File: config.mk
export PLATFORM = sky130hd
export DESIGN_NAME = vga_board_renderer_flat
export DESIGN_NICKNAME = d
export VERILOG_FILES = /design/src/rtl/vga_board_pkg.sv /design/src/rtl/vga_board_renderer_if.sv /design/src/rtl/vga_cell_locator.sv /design/src/rtl/vga_board_renderer.sv /design/src/flat_wrapper.sv
export SDC_FILE = /design/constraint.sdc
export NUM_CORES = 1
export LEC_CHECK = 0
export ABC_CLOCK_PERIOD_IN_PS = 8600
export BUFFER_PORTS_ARGS = -buffer_cell sky130_fd_sc_hd__buf_4
export CELL_PAD_IN_SITES_DETAIL_PLACEMENT = 1
export CELL_PAD_IN_SITES_GLOBAL_PLACEMENT = 1
export CORE_MARGIN = 3
export CORE_UTILIZATION = 43
export CTS_CLUSTER_DIAMETER = 30
export DETAILED_ROUTE_END_ITERATION = 6
export HOLD_SLACK_MARGIN = 0.05
export PLACE_DENSITY = 0.85
export SKIP_CTS_REPAIR_TIMING = 1
export SLEW_MARGIN = 20
export SYNTH_ARGS = -nofsm -noshare
export SYNTH_HDL_FRONTEND = slang
export SYNTH_SLANG_ARGS = --single-unit
File: constraint.sdc
create_clock -name clk -period 8.6 [get_ports clk]
set_clock_uncertainty 0.2 [all_clocks]
set_input_delay 1.72 -clock clk [delete_from_list [all_inputs] [get_ports clk]]
set_output_delay 1.72 -clock clk [all_outputs]
set_load 0.005 [all_outputs]
File: src/rtl/vga_board_pkg.sv
// vga_board_pkg: shared constants for the VGA board renderer.
//   - cell-state codes, as packed 2 bits per cell in the board vector
//   - 3-bit {r,g,b} colour constants
//   - owner_colour(): maps a cell state to its base colour
package vga_board_pkg;

  typedef logic [1:0] cell_t;
  typedef logic [2:0] rgb_t;   // {r, g, b}

  localparam cell_t EMPTY = 2'b00;
  localparam cell_t RED   = 2'b01;
  localparam cell_t BLUE  = 2'b10;

  localparam rgb_t BLACK   = 3'b000;
  localparam rgb_t WHITE   = 3'b111;
  localparam rgb_t RED_C   = 3'b100;
  localparam rgb_t BLUE_C  = 3'b001;
  localparam rgb_t GREEN_C = 3'b010;

  // Code 2'b11 is not a legal owner and is drawn as an empty cell.
  function automatic rgb_t owner_colour(input cell_t s);
    case (s)
      RED:     return RED_C;
      BLUE:    return BLUE_C;
      default: return BLACK;
    endcase
  endfunction

endpackage

File: src/rtl/vga_board_renderer_if.sv
// vga_board_renderer_if: connects the renderer to its sources and its sink.
//   master (game FSM + sync generator side): drives h_counter, v_counter,
//     board, cursor, win_mask; receives vga_r/g/b and de_out.
//   slave (renderer): the reverse.
// GRID_N must match the renderer instance it is connected to.
interface vga_board_renderer_if #(
  parameter int GRID_N = 3
);
  localparam int CELLS = GRID_N * GRID_N;
  localparam int CUR_W = $clog2(CELLS) + 1;

  logic [9:0]         h_counter;
  logic [9:0]         v_counter;
  logic [2*CELLS-1:0] board;
  logic [CUR_W-1:0]   cursor;
  logic [CELLS-1:0]   win_mask;
  logic               vga_r;
  logic               vga_g;
  logic               vga_b;
  logic               de_out;

  modport master (
    output h_counter, v_counter, board, cursor, win_mask,
    input  vga_r, vga_g, vga_b, de_out
  );

  modport slave (
    input  h_counter, v_counter, board, cursor, win_mask,
    output vga_r, vga_g, vga_b, de_out
  );
endinterface

File: src/rtl/vga_cell_locator.sv
// vga_cell_locator: maps one raster counter onto a board row/column index.
//   pos     in   counter value (h or v)
//   idx     out  index c where c*CELL <= pos < (c+1)*CELL; the last index
//                also absorbs the SPAN % GRID_N remainder (and any pos >= SPAN)
//   on_line out  pos lies in [c*CELL, c*CELL+LINE_W-1] for some c in 1..GRID_N-1
// Macro GRID_LINES_EN: when undefined on_line is constant 0 and its compare
// logic folds away. Pure combinational; boundaries are elaboration constants.
module vga_cell_locator #(
  parameter  int SPAN   = 640,
  parameter  int GRID_N = 3,
  parameter  int LINE_W = 2,
  localparam int IDX_W  = $clog2(GRID_N)
) (
  input  logic [9:0]       pos,
  output logic [IDX_W-1:0] idx,
  output logic             on_line
);

  localparam int CELL = SPAN / GRID_N;

`ifdef GRID_LINES_EN
  localparam bit LINES_ON = 1'b1;
`else
  localparam bit LINES_ON = 1'b0;
`endif

  // NOTE: every output gets a default at the top of always_comb so no path
  // leaves it unassigned, which would otherwise infer a latch.
  always_comb begin
    idx     = '0;
    on_line = 1'b0;
    for (int c = 1; c < GRID_N; c++) begin
      if (int'(pos) >= c * CELL)
        idx = IDX_W'(c);
      if (LINES_ON && int'(pos) >= c * CELL && int'(pos) < c * CELL + LINE_W)
        on_line = 1'b1;
    end
  end

endmodule

File: src/rtl/vga_board_renderer.sv
// vga_board_renderer: paints a GRID_N x GRID_N board onto the visible raster.
//   clk  pixel clock
//   rst  asynchronous, active-high reset
//   bus  vga_board_renderer_if.slave: counters, board/cursor/win_mask in;
//        vga_r/g/b and de_out out, 2 clocks after the counters they belong to
// Board, cursor and win_mask are sampled into shadows once per frame, at
// h_counter==0 && v_counter==V_ACTIVE, so a frame never shows a mix of states.
// Macro GRID_LINES_EN: enables white grid lines LINE_W pixels wide.
module vga_board_renderer
  import vga_board_pkg::*;
#(
  parameter int GRID_N       = 3,
  parameter int H_ACTIVE     = 640,
  parameter int V_ACTIVE     = 480,
  parameter int LINE_W       = 2,
  parameter int BLINK_FRAMES = 30
) (
  input logic                clk,
  input logic                rst,
  vga_board_renderer_if.slave bus
);

  localparam int CELLS = GRID_N * GRID_N;
  localparam int IDX_W = $clog2(GRID_N);
  localparam int CUR_W = $clog2(CELLS) + 1;
  localparam int FC_W  = $clog2(BLINK_FRAMES) + 1;

  logic [IDX_W-1:0] col_c, row_c;
  logic             h_line, v_line;

  vga_cell_locator #(.SPAN(H_ACTIVE), .GRID_N(GRID_N), .LINE_W(LINE_W)) u_h_loc (
    .pos(bus.h_counter), .idx(col_c), .on_line(h_line)
  );

  vga_cell_locator #(.SPAN(V_ACTIVE), .GRID_N(GRID_N), .LINE_W(LINE_W)) u_v_loc (
    .pos(bus.v_counter), .idx(row_c), .on_line(v_line)
  );

  // ---- frame snapshot and blink phase ----
  logic [2*CELLS-1:0] board_sh;
  logic [CUR_W-1:0]   cursor_sh;
  logic [CELLS-1:0]   win_sh;
  logic [FC_W-1:0]    frame_cnt;
  logic               blink;
  logic               snap;

  assign snap = (bus.h_counter == 10'd0) && (bus.v_counter == 10'(V_ACTIVE));

  // NOTE: the shadows are reset even though they behave like storage: after a
  // reset the board must read as all-empty until the next snapshot.
  always_ff @(posedge clk or posedge rst) begin
    if (rst) begin
      board_sh  <= '0;
      cursor_sh <= '0;
      win_sh    <= '0;
      frame_cnt <= '0;
      blink     <= 1'b0;
    end else if (snap) begin
      board_sh  <= bus.board;
      cursor_sh <= bus.cursor;
      win_sh    <= bus.win_mask;
      if (frame_cnt == FC_W'(BLINK_FRAMES - 1)) begin
        frame_cnt <= '0;
        blink     <= ~blink;
      end else begin
        frame_cnt <= frame_cnt + 1'b1;
      end
    end
  end

  // ---- stage 1: geometry ----
  logic [IDX_W-1:0] s1_col, s1_row;
  logic             s1_active, s1_grid;

  // NOTE: clocked state uses non-blocking assignments so every register
  // samples the pre-edge value of its inputs, independent of block order.
  always_ff @(posedge clk or posedge rst) begin
    if (rst) begin
      s1_col    <= '0;
      s1_row    <= '0;
      s1_active <= 1'b0;
      s1_grid   <= 1'b0;
    end else begin
      s1_col    <= col_c;
      s1_row    <= row_c;
      s1_active <= (bus.h_counter < 10'(H_ACTIVE)) && (bus.v_counter < 10'(V_ACTIVE));
      s1_grid   <= h_line | v_line;
    end
  end

  // ---- stage 2: colour ----
  logic [CUR_W-1:0] cell_idx;
  cell_t            owner;
  logic             is_win;
  rgb_t             colour_next;

  always_comb begin
    cell_idx = CUR_W'(s1_row) * CUR_W'(GRID_N) + CUR_W'(s1_col);
    owner    = EMPTY;
    is_win   = 1'b0;
    // Constant-index mux keeps the part-selects static.
    for (int k = 0; k < CELLS; k++) begin
      if (cell_idx == CUR_W'(k)) begin
        owner  = board_sh[2*k +: 2];
        is_win = win_sh[k];
      end
    end

    colour_next = BLACK;
    if (!s1_active)
      colour_next = BLACK;
    else if (s1_grid)
      colour_next = WHITE;
    else if (is_win && blink)
      colour_next = WHITE;
    else begin
      colour_next = owner_colour(owner);
      // Cursor values >= CELLS never match a cell and so show nothing.
      if (cursor_sh == cell_idx && blink)
        colour_next = colour_next | GREEN_C;
    end
  end

  always_ff @(posedge clk or posedge rst) begin
    if (rst) begin
      bus.vga_r  <= 1'b0;
      bus.vga_g  <= 1'b0;
      bus.vga_b  <= 1'b0;
      bus.de_out <= 1'b0;
    end else begin
      bus.vga_r  <= colour_next[2];
      bus.vga_g  <= colour_next[1];
      bus.vga_b  <= colour_next[0];
      bus.de_out <= s1_active;
    end
  end

endmodule
File: src/flat_wrapper.sv
// flat-port wrapper written by rule: the top's interface ports become plain ports
module vga_board_renderer_flat import vga_board_pkg::*;
#(
  parameter int GRID_N       = 3,
  parameter int H_ACTIVE     = 640,
  parameter int V_ACTIVE     = 480,
  parameter int LINE_W       = 2,
  parameter int BLINK_FRAMES = 30
)
  (clk, rst, bus_h_counter, bus_v_counter, bus_board, bus_cursor, bus_win_mask, bus_vga_r, bus_vga_g, bus_vga_b, bus_de_out);
  vga_board_renderer_if #(.GRID_N(GRID_N)) bus_i ();
  input logic clk;
  input logic rst;
  input wire logic [$bits(bus_i.h_counter)-1:0] bus_h_counter;
  input wire logic [$bits(bus_i.v_counter)-1:0] bus_v_counter;
  input wire logic [$bits(bus_i.board)-1:0] bus_board;
  input wire logic [$bits(bus_i.cursor)-1:0] bus_cursor;
  input wire logic [$bits(bus_i.win_mask)-1:0] bus_win_mask;
  output wire logic [$bits(bus_i.vga_r)-1:0] bus_vga_r;
  output wire logic [$bits(bus_i.vga_g)-1:0] bus_vga_g;
  output wire logic [$bits(bus_i.vga_b)-1:0] bus_vga_b;
  output wire logic [$bits(bus_i.de_out)-1:0] bus_de_out;
  assign bus_i.h_counter = bus_h_counter;
  assign bus_i.v_counter = bus_v_counter;
  assign bus_i.board = bus_board;
  assign bus_i.cursor = bus_cursor;
  assign bus_i.win_mask = bus_win_mask;
  assign bus_vga_r = bus_i.vga_r;
  assign bus_vga_g = bus_i.vga_g;
  assign bus_vga_b = bus_i.vga_b;
  assign bus_de_out = bus_i.de_out;
  vga_board_renderer #(.GRID_N(GRID_N), .H_ACTIVE(H_ACTIVE), .V_ACTIVE(V_ACTIVE), .LINE_W(LINE_W), .BLINK_FRAMES(BLINK_FRAMES)) u_core (.clk(clk), .rst(rst), .bus(bus_i));
endmodule
==> results.json <==
{
  "outcome": "finished, final reports clean",
  "die-area_mm2": 0.00654,
  "layout-drive-gt1-share_pct": 23.3,
  "ff_latch_area_mm2": 0.00120,
  "period_minus_slack_ns": 3.49,
  "antennaDiodeCount": 0,
  "dpl.hpwl_um": 4160,
  "cts_tree": "done",
  "postSynth.asyncResetShare_pct": 100,
  "multi_input_area_mm2": 0.00111,
  "cts_buffers": 5,
  "synth_cell_types": 43,
  "globalRouteOverflowTotal": 0,
  "netlist_instances": 268,
  "rows": 26,
  "drc": 0,
  "clkLatencyLatePin_ns": 0.30,
  "fin_crit_sh_pct": 40.6,
  "finalWeightedCongestion": 0.769,
  "slew_violations": 0,
  "grt_pass1_wl_um": 9670,
  "grt_max_degree": 49,
  "hold_class": "reg2reg",
  "cts_max_path_buffers": 2,
  "tns_ns": 0,
  "wirelength_um": 5710,
  "die_y_um": 80.9,
  "power_density_mw_per_mm2": 147,
  "ys_seq_area_share_pct": 49.8,
  "grt_util_all_layers_pct": 18.8,
  "hold_viol": 0,
  "first_pass_iters": 4,
  "critPathMaxFanout": 36,
  "syn_nets": 328,
  "die_w_um": 80.9,
  "maxCapViolations": 0,
  "syn_area_per_cell_um2": 8.99,
  "nFillCells": 650,
  "syn_area_mm2": 0.00241,
  "ant_nets": 0,
  "critPathCaptureType": "flop",
  "fin_nets": 381,
  "crit_required_ns": 8.59,
  "clock-sinks": 48,
  "yosysWarnings": 0,
  "ys.flop_type": "dfrtp_1",
  "io_buffers": 57,
  "first_global_vias": 2158,
  "final_common_cell": "nand2_1",
  "htreeDepth": 2,
  "final_cell_mix": "nand2_1 (104), buf_4 (59), dfrtp_1 (48)",
  "worst_pin_slew_ns": 0.844,
  "dr_total_vias": 2045,
  "antenna_found_initial": 0,
  "setup_viol_count_final": 0,
  "path_clk_slew_ns": 0.09,
  "hold_ws_ns": 0.267,
  "ys_ff_latch": 48,
  "root_buffer": "clkbuf_8",
  "maxSlewHeadroom_pct": 43.7,
  "power_leakage_nw": 1.56,
  "area_growth_pct": 23.2,
  "post_drt_wl_per_cell_um": 14.6,
  "start_util_pct": 45.7,
  "fmax_ghz": 0.286,
  "placed_cells": 384,
  "core-area_mm2": 0.00527,
  "worstSetupPathType": "in2reg",
  "viasPerCell": 5.22,
  "worstPathArrival_ns": 3.49,
  "io_pins": 58,
  "final_cell_count_no_fill": 392,
  "ir_worst_vdd_mv": 0.0827,
  "post-route-util_pct": 56.3,
  "rsz0062_at_grt": "false",
  "cp-start-kind": "primary input",
  "drt_iter0_markers": 64,
  "synth-edff-count": 0
}
-- flip-flops by register name (all words and copies together), names as in the netlist, 2 cells and up --
register / cells
u_core.board_sh: 18
u_core.win_sh: 9
u_core.frame_cnt: 6
u_core.cursor_sh: 5
u_core.s1_col: 2
u_core.s1_row: 2
-- layout make-up --
type	instances	area share (%)
repair buffers	59	14.9
well taps	70	2.95
inverters	9	1.18
flip-flops and latches	48	40.5
multi-input cells	198	37.4
clock buffers	8	3.04
-- cell usage after synthesis (3+ instances only) --
cell type	n	area, µm²
nand2_1	104	390
dfrtp_1	48	1200
o21ai_0	10	50.1
inv_1	9	33.8
nor2_1	8	30.0
mux2_2	7	78.8
buf_2	6	30.0
nand2b_1	6	37.5
nor2b_1	6	37.5
clkbuf_1	5	18.8
o21a_1	5	37.5
ha_1	4	50.1
xnor2_1	4	35.0
a21boi_0	3	22.5
o31ai_1	3	22.5
-- routing by layer --
metal | vias to the layer above | routed length, µm | GRT usage [%]
li1 | 996 | - | -
met3 | 4 | 263 | 4.10
met5 | - | 0 | 0
met4 | 0 | 26 | 2.87
met2 | 42 | 2870 | 32.8
met1 | 1003 | 2550 | 24.4
-- kinds of logic after synthesis --
kind of cell	synth area share, %
fa+ha+maj	3.74
xor+xnor	1.82
mux	4.31
simple gates	26.0
buf+inv	4.05
flops	49.8
compound gates	10.2
-- final timing paths --
path | from | to | slack, ns | cells after the start
max reg2reg | u_core.s1_row[0]$_DFF_PP0_ | u_core.bus.vga_b$_DFF_PP0_ | 5.32 | 11
min reg2reg | u_core.board_sh[0]$_DFFE_PP0P_ | u_core.board_sh[0]$_DFFE_PP0P_ | 0.27 | 2
max | bus_h_counter[6] | u_core.frame_cnt[5]$_DFFE_PP0P_ | 5.11 | 7
min in group asynchronous | rst | u_core.board_sh[3]$_DFFE_PP0P_ | 1.36 | 2
min | u_core.board_sh[0]$_DFFE_PP0P_ | u_core.board_sh[0]$_DFFE_PP0P_ | 0.27 | 2
max in group asynchronous | rst | u_core.s1_row[1]$_DFF_PP0_ | 6.32 | 2
-- metrics by stage --
stage / worst slack, ns / instance area (µm²) / power, W
4_1_cts: 5.11 / 2970 / 0.000440
3_3_place_gp: 4.81 / 2880 / 0.000300
2_1_floorplan: 5.23 / 2410 / 0.000270
5_1_grt: 4.96 / 2970 / 0.000457
6_report: 5.11 / 2970 / 0.000435
3_5_place_dp: 4.78 / 2880 / 0.000302
-- critical path, cell delays in order --
cell     delay (ns)
buf_4          0.12
or4_1          0.51
nor2_1         0.14
and4_1         0.18
buf_4          0.35
nand4_2        0.16
mux2_4         0.31
-- report_power, final --
group	switching [W]	internal, W
Combinational	0.0000337	0.0000341
Sequential	0.00000107	0.000228
Clock	0.0000723	0.0000657
Total	0.000107	0.000328
No activity file was read; power rests on OpenSTA's default activity.
